`src/rtl/ups_pkg.sv`:
```
// Shared constants, state encodings and the word-offset decoder for the UPS
// AXI4-Lite register bank.
package ups_pkg;

    localparam int REG_W   = 32;
    localparam int DEC_LSB = 2;
    localparam int DEC_MSB = 11;
    localparam int DEC_W   = DEC_MSB - DEC_LSB + 1;

    localparam logic [1:0] AXI_RESP_OKAY   = 2'b00;
    localparam logic [1:0] AXI_RESP_SLVERR = 2'b10;

    typedef enum logic [1:0] {W_IDLE, W_ADDR, W_DATA, W_RESP} write_state_t;
    typedef enum logic       {R_IDLE, R_DATA}                 read_state_t;
    typedef enum logic [1:0] {KIND_CTRL, KIND_STAT, KIND_NONE} reg_kind_t;

    // Control registers come first, status registers follow, the rest is a hole.
    function automatic reg_kind_t decode_off(input logic [DEC_W-1:0] off,
                                             input int n_ctrl, input int n_stat);
        int o;
        o = int'(off);
        if (o < n_ctrl)          return KIND_CTRL;
        if (o < n_ctrl + n_stat) return KIND_STAT;
        return KIND_NONE;
    endfunction

endpackage

```
`src/rtl/ups_regs_rd.sv`:
```
// Read side of the register bank: AR/R handshake FSM, offset decode and the
// registered read mux over control storage and live status inputs.
module ups_regs_rd
    import ups_pkg::*;
#(
    parameter int N_CTRL = 8,
    parameter int N_STAT = 4
) (
    input  logic                                       clk,
    input  logic                                       rst,
    input  logic                                       en,
    input  logic [N_CTRL*REG_W-1:0]                    data,
    input  logic [((N_STAT > 0) ? N_STAT : 1)*REG_W-1:0] stat,
    input  logic [31:0]                                ca4l_araddr,
    input  logic                                       ca4l_arvalid,
    output logic                                       ca4l_arready,
    output logic [31:0]                                ca4l_rdata,
    output logic [1:0]                                 ca4l_rresp,
    output logic                                       ca4l_rvalid,
    input  logic                                       ca4l_rready
);

    read_state_t      state, state_next;
    logic [DEC_W-1:0] off;
    reg_kind_t        kind;
    logic [REG_W-1:0] rd_word;
    logic             ar_hs;
    logic             unused_addr;

    assign off         = ca4l_araddr[DEC_MSB:DEC_LSB];
    assign unused_addr = ^{ca4l_araddr[31:DEC_MSB+1], ca4l_araddr[DEC_LSB-1:0]};
    assign kind        = decode_off(off, N_CTRL, N_STAT);
    assign ar_hs       = ca4l_arvalid && ca4l_arready;
    assign ca4l_rvalid = (state == R_DATA);

    always_comb begin
        rd_word = '0;
        for (int k = 0; k < N_CTRL; k++)
            if (off == DEC_W'(k)) rd_word = data[k*REG_W +: REG_W];
        for (int k = 0; k < N_STAT; k++)
            if (off == DEC_W'(N_CTRL + k)) rd_word = stat[k*REG_W +: REG_W];
    end

    always_comb begin
        state_next   = state;
        ca4l_arready = 1'b0;
        case (state)
            R_IDLE: begin
                ca4l_arready = en;
                if (en && ca4l_arvalid) state_next = R_DATA;
            end
            R_DATA: if (ca4l_rready) state_next = R_IDLE;
        endcase
    end

    always_ff @(posedge clk or posedge rst) begin
        if (rst) state <= R_IDLE;
        else     state <= state_next;
    end

    // rdata/rresp only move on an AR handshake, so they hold while rready is low.
    always_ff @(posedge clk or posedge rst) begin
        if (rst) begin
            ca4l_rdata <= '0;
            ca4l_rresp <= AXI_RESP_OKAY;
        end else if (ar_hs) begin
            ca4l_rdata <= (kind == KIND_NONE) ? '0 : rd_word;
            ca4l_rresp <= (kind == KIND_NONE) ? AXI_RESP_SLVERR : AXI_RESP_OKAY;
        end
    end

endmodule

```
`src/rtl/ups_regs.sv`:
```
// Parametrised AXI4-Lite control/status register bank for the UPS PL: write
// FSM, byte-strobed control storage with commit pulses, read path in ups_regs_rd.
module ups_regs
    import ups_pkg::*;
#(
    parameter int N_CTRL = 8,
    parameter int N_STAT = 4
) (
    input  logic                                       clk,
    input  logic                                       rst,
    output logic [N_CTRL*REG_W-1:0]                    data,
    output logic [N_CTRL-1:0]                          dv,
    input  logic [((N_STAT > 0) ? N_STAT : 1)*REG_W-1:0] stat,
    input  logic [31:0]                                ca4l_araddr,
    input  logic                                       ca4l_arvalid,
    output logic                                       ca4l_arready,
    input  logic [31:0]                                ca4l_awaddr,
    input  logic                                       ca4l_awvalid,
    output logic                                       ca4l_awready,
    input  logic [31:0]                                ca4l_wdata,
    input  logic [3:0]                                 ca4l_wstrb,
    input  logic                                       ca4l_wvalid,
    output logic                                       ca4l_wready,
    output logic [1:0]                                 ca4l_bresp,
    output logic                                       ca4l_bvalid,
    input  logic                                       ca4l_bready,
    output logic [31:0]                                ca4l_rdata,
    output logic [1:0]                                 ca4l_rresp,
    output logic                                       ca4l_rvalid,
    input  logic                                       ca4l_rready
);

    write_state_t     w_state, w_next;
    logic             en;
    logic             commit;
    logic [DEC_W-1:0] aw_off_q, c_off;
    logic [REG_W-1:0] wdata_q, c_data;
    logic [3:0]       wstrb_q, c_strb;
    reg_kind_t        c_kind;
    logic             unused_addr;

    assign unused_addr = ^{ca4l_awaddr[31:DEC_MSB+1], ca4l_awaddr[DEC_LSB-1:0]};
    assign ca4l_bvalid = (w_state == W_RESP);

    // Whichever half arrived first comes from its capture register, the other is live.
    assign c_off  = (w_state == W_ADDR) ? aw_off_q : ca4l_awaddr[DEC_MSB:DEC_LSB];
    assign c_data = (w_state == W_DATA) ? wdata_q  : ca4l_wdata;
    assign c_strb = (w_state == W_DATA) ? wstrb_q  : ca4l_wstrb;
    assign c_kind = decode_off(c_off, N_CTRL, N_STAT);

    always_comb begin
        w_next       = w_state;
        ca4l_awready = 1'b0;
        ca4l_wready  = 1'b0;
        commit       = 1'b0;
        case (w_state)
            W_IDLE: begin
                ca4l_awready = en;
                ca4l_wready  = en;
                if (en && ca4l_awvalid && ca4l_wvalid) begin
                    w_next = W_RESP;
                    commit = 1'b1;
                end else if (en && ca4l_awvalid) begin
                    w_next = W_ADDR;
                end else if (en && ca4l_wvalid) begin
                    w_next = W_DATA;
                end
            end
            W_ADDR: begin
                ca4l_wready = 1'b1;
                if (ca4l_wvalid) begin
                    w_next = W_RESP;
                    commit = 1'b1;
                end
            end
            W_DATA: begin
                ca4l_awready = 1'b1;
                if (ca4l_awvalid) begin
                    w_next = W_RESP;
                    commit = 1'b1;
                end
            end
            W_RESP: if (ca4l_bready) w_next = W_IDLE;
        endcase
    end

    always_ff @(posedge clk or posedge rst) begin
        if (rst) w_state <= W_IDLE;
        else     w_state <= w_next;
    end

    // NOTE: the control bank is small flop storage, not RAM, so it is cleared by
    // reset; en is a flop rather than ~rst so readies rise one edge after release.
    always_ff @(posedge clk or posedge rst) begin
        if (rst) begin
            en         <= 1'b0;
            data       <= '0;
            dv         <= '0;
            ca4l_bresp <= AXI_RESP_OKAY;
            aw_off_q   <= '0;
            wdata_q    <= '0;
            wstrb_q    <= '0;
        end else begin
            en <= 1'b1;
            dv <= '0;
            if (ca4l_awvalid && ca4l_awready) aw_off_q <= ca4l_awaddr[DEC_MSB:DEC_LSB];
            if (ca4l_wvalid && ca4l_wready) begin
                wdata_q <= ca4l_wdata;
                wstrb_q <= ca4l_wstrb;
            end
            if (commit) begin
                ca4l_bresp <= (c_kind == KIND_CTRL) ? AXI_RESP_OKAY : AXI_RESP_SLVERR;
                for (int k = 0; k < N_CTRL; k++) begin
                    if (c_kind == KIND_CTRL && c_off == DEC_W'(k)) begin
                        dv[k] <= 1'b1;
                        for (int b = 0; b < 4; b++)
                            if (c_strb[b]) data[k*REG_W + b*8 +: 8] <= c_data[b*8 +: 8];
                    end
                end
            end
        end
    end

    ups_regs_rd #(
        .N_CTRL (N_CTRL),
        .N_STAT (N_STAT)
    ) u_rd (
        .clk          (clk),
        .rst          (rst),
        .en           (en),
        .data         (data),
        .stat         (stat),
        .ca4l_araddr  (ca4l_araddr),
        .ca4l_arvalid (ca4l_arvalid),
        .ca4l_arready (ca4l_arready),
        .ca4l_rdata   (ca4l_rdata),
        .ca4l_rresp   (ca4l_rresp),
        .ca4l_rvalid  (ca4l_rvalid),
        .ca4l_rready  (ca4l_rready)
    );

endmodule
```
`config.mk`:
```
export PLATFORM = sky130hd
export DESIGN_NAME = ups_regs
export DESIGN_NICKNAME = d
export VERILOG_FILES = /design/src/rtl/ups_pkg.sv /design/src/rtl/ups_regs_rd.sv /design/src/rtl/ups_regs.sv
export SDC_FILE = /design/constraint.sdc
export NUM_CORES = 1
export LEC_CHECK = 0
export CORE_AREA = 5 5 204 206
export DETAILED_ROUTE_END_ITERATION = 10
export DIE_AREA = 0 0 209 211
export GPL_TIMING_DRIVEN = 0
export MAX_ROUTING_LAYER = met4
export PLACE_DENSITY_LB_ADDON = 0.05
export SYNTH_ARGS = -nofsm -noshare
export SYNTH_HDL_FRONTEND = slang
export SYNTH_HIERARCHICAL = 1
export SYNTH_SLANG_ARGS = --single-unit
```
`constraint.sdc`:
```
create_clock -name clk -period 18.55 [get_ports clk]
set_input_delay 2.7825 -clock clk [delete_from_list [all_inputs] [get_ports clk]]
set_output_delay 2.7825 -clock clk [all_outputs]
set_load 0.005 [all_outputs]
```
==> results.yml, run 1 <==
detailed_routing:
  via_per_inst: 6.28
  vias: 16400
  drtAntennaViolNets: 0
  drt_first_pass_iters: 5
  wl_per_cell_um: 33.2
  wire_length_after_detailed_routing_mm: 86.8
  drc_errors: 0
  drt_iter0_drc: 2069
clocking:
  worst_skew_pair_later_pin_latency_ps: 570
  post_cts.repair.setup_buffers: 0
  cts_resized: 0
  cts_hold_repair.buffers: 0
  clockRootBuffer: "clkbuf_16"
  clock_tree_from_tritoncts: "yes"
  cts.path.max_buffers: 3
  htree_num_levels: 2
  cts.reportedPaths.clkPinSlew_ps: 60
  clock_sink_count: 348
  cts_made_buffers: 39
worst_hold_path:
  min-delay-path-class: "flop to flop"
die:
  io_pins: 540
  floorplan.initialDensity: 0.448
  design.core.area_sq_um: 39500
  placementRows: 73
  chipHeight_um: 211
  die_area_sq_um: 44100
  chipWidth_um: 209
setup_path:
  worstSetupStartpointType: "input pin"
  worst_setup_path_end_kind: "flop"
  cp.arrival_ps: 6790
  crit_path_max_fanout: 10
  worst-endpoint-required_ps: 18970
  cp_cell_instances: "clkdlybuf4s50_1, buf_2, clkbuf_1, buf_1, clkbuf_1, o21ai_0, a22oi_1, o21ai_0"
  timing.critical_path.slowest_cell_delay_ps: 850
  critical_path.slowest_cell: "buf_1"
  crit_type: "input pin to flop"
cells_and_area:
  drive_gt1_frac: 0.196
  area_growth_pct: 39.6
  finish.utilization: 0.625
  num-fill-cells: 3341
  num-nets-final: 2289
timing:
  report.final.setup_viol: 0
  finalHoldViolCount: 0
  hold_ws_ps: 479
  slew-limit-headroom: -0.0716
  timing.final.ws_setup_ps: 12180
  rsz0062_at_grt: "false"
  final-max-slew-violation-count: 16
  layout_min_cycle_time_ps: 6370
  worst_slew_pin_slew_ps: 1600
  clock.fmax_mhz: 157
  totalNegativeSetupSlack_ps: 0
  part_of_the_cycle_the_worst_path_needs: 0.344
  timing.clock.skew_ps: 20.6
grt:
  antenna_found_initial: 10
  globalRouteOverflowTotal: 0
  global_route.usage.total: 0.391
  grt_max_degree: 104
  grt_first_pass_wirelength_mm: 121
  grt_pass1_vias: 16700
logic_synthesis:
  dominant_combinational_cell_family_by_area_after_synthesis: "multiplexers"
  synth.cell_area_sq_um: 17700
  synth_cell_type_count: 71
  synth_top_flop_cell: "dfrtp_1"
  ys_ff_latch: 348
  synth_largest_area_cell: "dfrtp_1"
  most_frequent_cell_after_synthesis: "dfrtp_1"
  synth_compound_area_frac: 0.129
  ys_warns: 6
  synthSimpleGateAreaFrac: 0.0836
  postSynthNetCount: 1751
  synth.area.mux_share: 0.260
  synth_sequential_area_ratio: 0.493
  synthCells: 1511
  synth-async-reset-ratio: 1.00
  yosysTopAreaCellShare: 0.493
  synth.top_cells.by_area: "dfrtp_1 49%, mux2_2 17%, mux2_1 5.4%, o21ai_0 3.0%, mux2i_1 2.3%"
  yosys.area_share.xor_xnor: 0
  yosys-top-cells-count: "348 x dfrtp_1, 265 x mux2_2, 107 x o21ai_0, 103 x nand2_1, 84 x mux2_1"
  syn_avg_cell_area_sq_um: 11.7
  synth_fa_ha_area_frac: 0.00411
  synth-edff-count: 0
place:
  gpl.final_weighted_congestion: 0.990
  hpwlAfterDp_mm: 64.9
  place.port_buffers: 493
  worst_slack_placed_ps: 11780
pwr:
  finalPower_mw: 2.13
  power.density_nw_per_um2: 86.3
  vdd.ir_drop.worst_uv: 92.8
  cellLeakagePower_nw: 10.8
status:
  failed_checks: "capacitance limit, slew limit"
  run_status: "finished, violations left"
flow_run:
  max_cap_violations: 3
[cell usage in the layout (no fill, tap or decap), types with 47 or more instances in the layout]
master	n
a21oi_1	47
clkbuf_1	50
clkdlybuf4s50_1	493
dfrtp_1	348
mux2_1	84
mux2_2	265
nand2_1	103
nor2_1	66
o21ai_0	107
[metal layers]
| metal | global-route usage | up-vias | wire length, um |
|---|---|---|---|
| met1 | 0.489 | 8292 | 33300 |
| met4 | 0.165 | 0 | 4640 |
| met2 | 0.601 | 1122 | 39500 |
| met5 | - | - | 0 |
| met3 | 0.112 | 264 | 9410 |
| li1 | - | 6729 | - |
[report_power, final]
group | switching [mW] | internal, mW | total, mW
Sequential | 0.0342 | 0.820 | 0.854
Combinational | 0.292 | 0.201 | 0.493
Clock | 0.329 | 0.454 | 0.783
[registers in the layout, indices dropped and copies added (netlist names)]
register	flops
data	256
u_rd/ca4l_rdata	32
wdata_q	32
aw_off_q	10
dv	8
wstrb_q	4
w_state	2
ca4l_bresp	1
en	1
u_rd/ca4l_rresp	1
u_rd/ca4l_rvalid	1
[cell type report]
class	count	area [sq um]	area share
Clock buffer	56	1130	0.0458
Multi-Input combinational cell	1045	8450	0.342
Antenna cell	9	22.5	0.000913
Sequential cell	348	8710	0.353
Clock inverter	15	145	0.00588
Tap cell	525	657	0.0266
Buffer	87	399	0.0162
Inverter	31	124	0.00502
Timing Repair Buffer	497	5040	0.204
[worst max-delay path, delay by kind of cell]
kind / cells / cell delay [ps]
buffers and inverters: 5 / 3080
AO/OA/AOI/OAI: 3 / 900
[final timing paths]
path	slack (ps)	cells past startpoint	to	from
hold reg to reg	480	2	u_rd/ca4l_rdata[29]$_DFFE_PP0P_	u_rd/ca4l_rdata[29]$_DFFE_PP0P_
setup reg to reg	14520	8	data[83]$_DFFE_PP0P_	w_state[1]$_DFFE_PP0P_
max in group asynchronous	14600	4	wdata_q[30]$_DFFE_PP0P_	rst
min in group asynchronous	2550	2	u_rd/ca4l_rdata[11]$_DFFE_PP0P_	rst
hold / removal	480	2	u_rd/ca4l_rdata[29]$_DFFE_PP0P_	u_rd/ca4l_rdata[29]$_DFFE_PP0P_
setup / recovery	12180	8	u_rd/ca4l_rdata[25]$_DFFE_PP0P_	ca4l_araddr[2]
[stage by stage]
stage / instances / area (sq um)
2_1_floorplan: 1511 / 17700
3_3_place_gp: 2529 / 23300
3_5_place_dp: 2533 / 23400
4_1_cts: 2604 / 24600
5_1_grt: 2613 / 24700
6_report: 2613 / 24700
[cells by family (layout without fill, tap and decap cells)]
family          Yosys count  count (layout)
simple gates            285             285
flops                   348             348
fa+ha+maj                 6               6
buf+inv                 118             686
other cells               3              12
compound gates          350             350
mux                     401             401
Power figures use the tool's default switching activity.
==> run 2, diff against run 1 <==
- clock period: 18.55 -> 6.2 ns (I/O delays scaled with it)
==> run 2 against run 1 <==
  * Sequential power rose to 3.0 times the previous value
  * Critical path type unchanged
  * Global-route usage rose by 0.16 points
  * Clock skew fell by 2.9 ps
  * Register-to-register slack got worse by 12000 ps
  * Die area did not move
  * Highest routed layer unchanged
  * Setup slack got worse by 11000 ps
  * Final area rose by 0.41%
  * Via count rose by 1.1%
  * Worst hold slack improved by 16 ps
  * First-iteration DRC count fell by 17%
  * Sequential share of layout area fell by 0.14 points
  * Non-clock buffer count rose by 8
  * The run still ends with capacitance limit, slew limit left
==> results.yml, run 2 (synthesis results as in run 1) <==
detailed_routing:
  drtAntennaViolNets: 0
  drt_first_pass_iters: 6
  vias: 16600
  drc_errors: 0
  wire_length_after_detailed_routing_mm: 87.9
  drt_iter0_drc: 1712
  wl_per_cell_um: 33.6
  via_per_inst: 6.34
setup_path:
  worst-endpoint-required_ps: 6680
  crit_path_max_fanout: 10
  critical_path.n_buffers_inverters: 4
  critical-path-top-delay-family: "buffers and inverters"
  timing.critical_path.slowest_cell_delay_ps: 930
  worstSetupStartpointType: "input pin"
  cp_common_cell: "buf_1"
  critical_path.slowest_cell: "buf_1"
  worst_setup_path_end_kind: "flop"
  cp_cell_instances: "clkdlybuf4s50_1, buf_1, buf_2, buf_1, o21a_1, o22ai_1, a31oi_1, a21oi_1, o21ai_0"
  cp.arrival_ps: 5060
  crit_type: "input pin to flop"
cells_and_area:
  drive_gt1_frac: 0.197
  num-nets-final: 2297
  commonest_non_fill_non_tap_cell_in_the_layout: "clkdlybuf4s50_1"
  largest_register_ff_count: 256
  mostFrequentLayoutCells: "493 x clkdlybuf4s50_1, 348 x dfrtp_1, 265 x mux2_2, 107 x o21ai_0, 103 x nand2_1"
  area_growth_pct: 40.2
  top_register: "data"
  layout_top_registers: "data x256, u_rd/ca4l_rdata x32, wdata_q x32"
die:
  io_pins: 540
  design.core.area_sq_um: 39500
  floorplan.initialDensity: 0.448
  chipWidth_um: 209
  die_area_sq_um: 44100
  chipHeight_um: 211
  placementRows: 73
clocking:
  cts_made_buffers: 39
  htree_num_levels: 2
  clockRootBuffer: "clkbuf_16"
  cts.path.max_buffers: 3
  clock_tree_from_tritoncts: "yes"
  cts_hold_repair.buffers: 0
  cts.reportedPaths.clkPinSlew_ps: 60
  worst_skew_pair_later_pin_latency_ps: 570
  cts_resized: 0
  post_cts.repair.setup_buffers: 0
  clock_sink_count: 348
pwr:
  finalPower_mw: 6.39
  vdd.ir_drop.worst_uv: 199
  power.density_nw_per_um2: 258
  cellLeakagePower_nw: 10.8
timing:
  finalHoldViolCount: 0
  worst_slew_pin_slew_ps: 1510
  layout_min_cycle_time_ps: 4580
  slew-limit-headroom: -0.0145
  report.final.setup_viol: 0
  rsz0062_at_grt: "false"
  clock.fmax_mhz: 218
  timing.final.ws_setup_ps: 1620
  final-max-slew-violation-count: 5
  part_of_the_cycle_the_worst_path_needs: 0.739
  totalNegativeSetupSlack_ps: 0
  timing.clock.skew_ps: 17.6
grt:
  globalRouteOverflowTotal: 0
  grt_pass1_vias: 16700
  grt_max_degree: 41
  grt_first_pass_wirelength_mm: 121
  antenna_found_initial: 8
  global_route.usage.total: 0.393
place:
  worst_slack_placed_ps: 1340
  gpl.final_weighted_congestion: 1.01
  place.port_buffers: 493
  hpwlAfterDp_mm: 65.7
worst_hold_path:
  min-delay-path-class: "flop to flop"
status:
  run_status: "finished, violations left"
  failed_checks: "capacitance limit, slew limit"
flow_run:
  max_cap_violations: 1
run 2: tightest hold or removal path, stage by stage, from the launching register on:
cell     delay, ps
dfrtp_1        340
nand2_1         50
o21ai_0         70
run 2: area by class of cell:
class | count | area [sq um]
Fill cell | 3325 | 14700
Sequential cell | 348 | 8710
Multi-Input combinational cell | 1045 | 8450
Timing Repair Buffer | 505 | 5160
Clock buffer | 57 | 1160
Tap cell | 525 | 657
Buffer | 87 | 399
Inverter | 31 | 120
Clock inverter | 10 | 105
Antenna cell | 9 | 22.5
run 2: stage by stage:
stage / cell area [sq um] / utilization / instances / hold WS [ps]
floorplan: 17700 / - / 1511 / 473
global placement: 23300 / 0.590 / 2529 / 462
CTS: 24700 / 0.627 / 2606 / 498
detailed placement: 23500 / 0.595 / 2539 / 470
global route: 24800 / 0.628 / 2617 / 509
finish: 24800 / 0.628 / 2617 / 495
run 2: path summary, 6_finish.rpt:
path | endpoint | cells after the start | startpoint | slack (ps)
max in group asynchronous | dv[3]$_DFF_PP0_ | 4 | rst | 4480
min reg2reg | u_rd/ca4l_rdata[29]$_DFFE_PP0P_ | 2 | u_rd/ca4l_rdata[29]$_DFFE_PP0P_ | 500
min in group asynchronous | u_rd/ca4l_rdata[20]$_DFFE_PP0P_ | 2 | rst | 810
max | u_rd/ca4l_rdata[29]$_DFFE_PP0P_ | 9 | ca4l_araddr[3] | 1620
min | u_rd/ca4l_rdata[29]$_DFFE_PP0P_ | 2 | u_rd/ca4l_rdata[29]$_DFFE_PP0P_ | 500
max reg2reg | data[17]$_DFFE_PP0P_ | 8 | w_state[1]$_DFFE_PP0P_ | 2240
run 2: layer usage:
layer / track usage / part of all wire / wire, um
met1: 0.485 / 0.38 / 33500
met2: 0.601 / 0.45 / 39900
met3: 0.118 / 0.11 / 9760
met4: 0.176 / 0.055 / 4800
met5: - / 0 / 0
run 2: power by group:
group	total (mW)	switching (mW)	internal, mW
sequential	2.56	0.104	2.45
combinational	1.49	0.880	0.608
clock	2.34	0.971	1.37
==> run 3, diff against run 2 <==
- clock period: 6.2 -> 4.8 ns (I/O delays scaled with it)
==> results of run 3 <==
The final DEF is identical to that of run 2. Status: finished, violations left: capacitance limit, slew limit.
Main changes from that run: setup slack after placement 1340 ps -> 152 ps; setup slack after layout 1620 ps -> 428 ps; register-to-register setup slack 2240 ps -> 840 ps; total power 6.39 mW -> 8.25 mW; worst IR drop on VDD 199 uV -> 257 uV
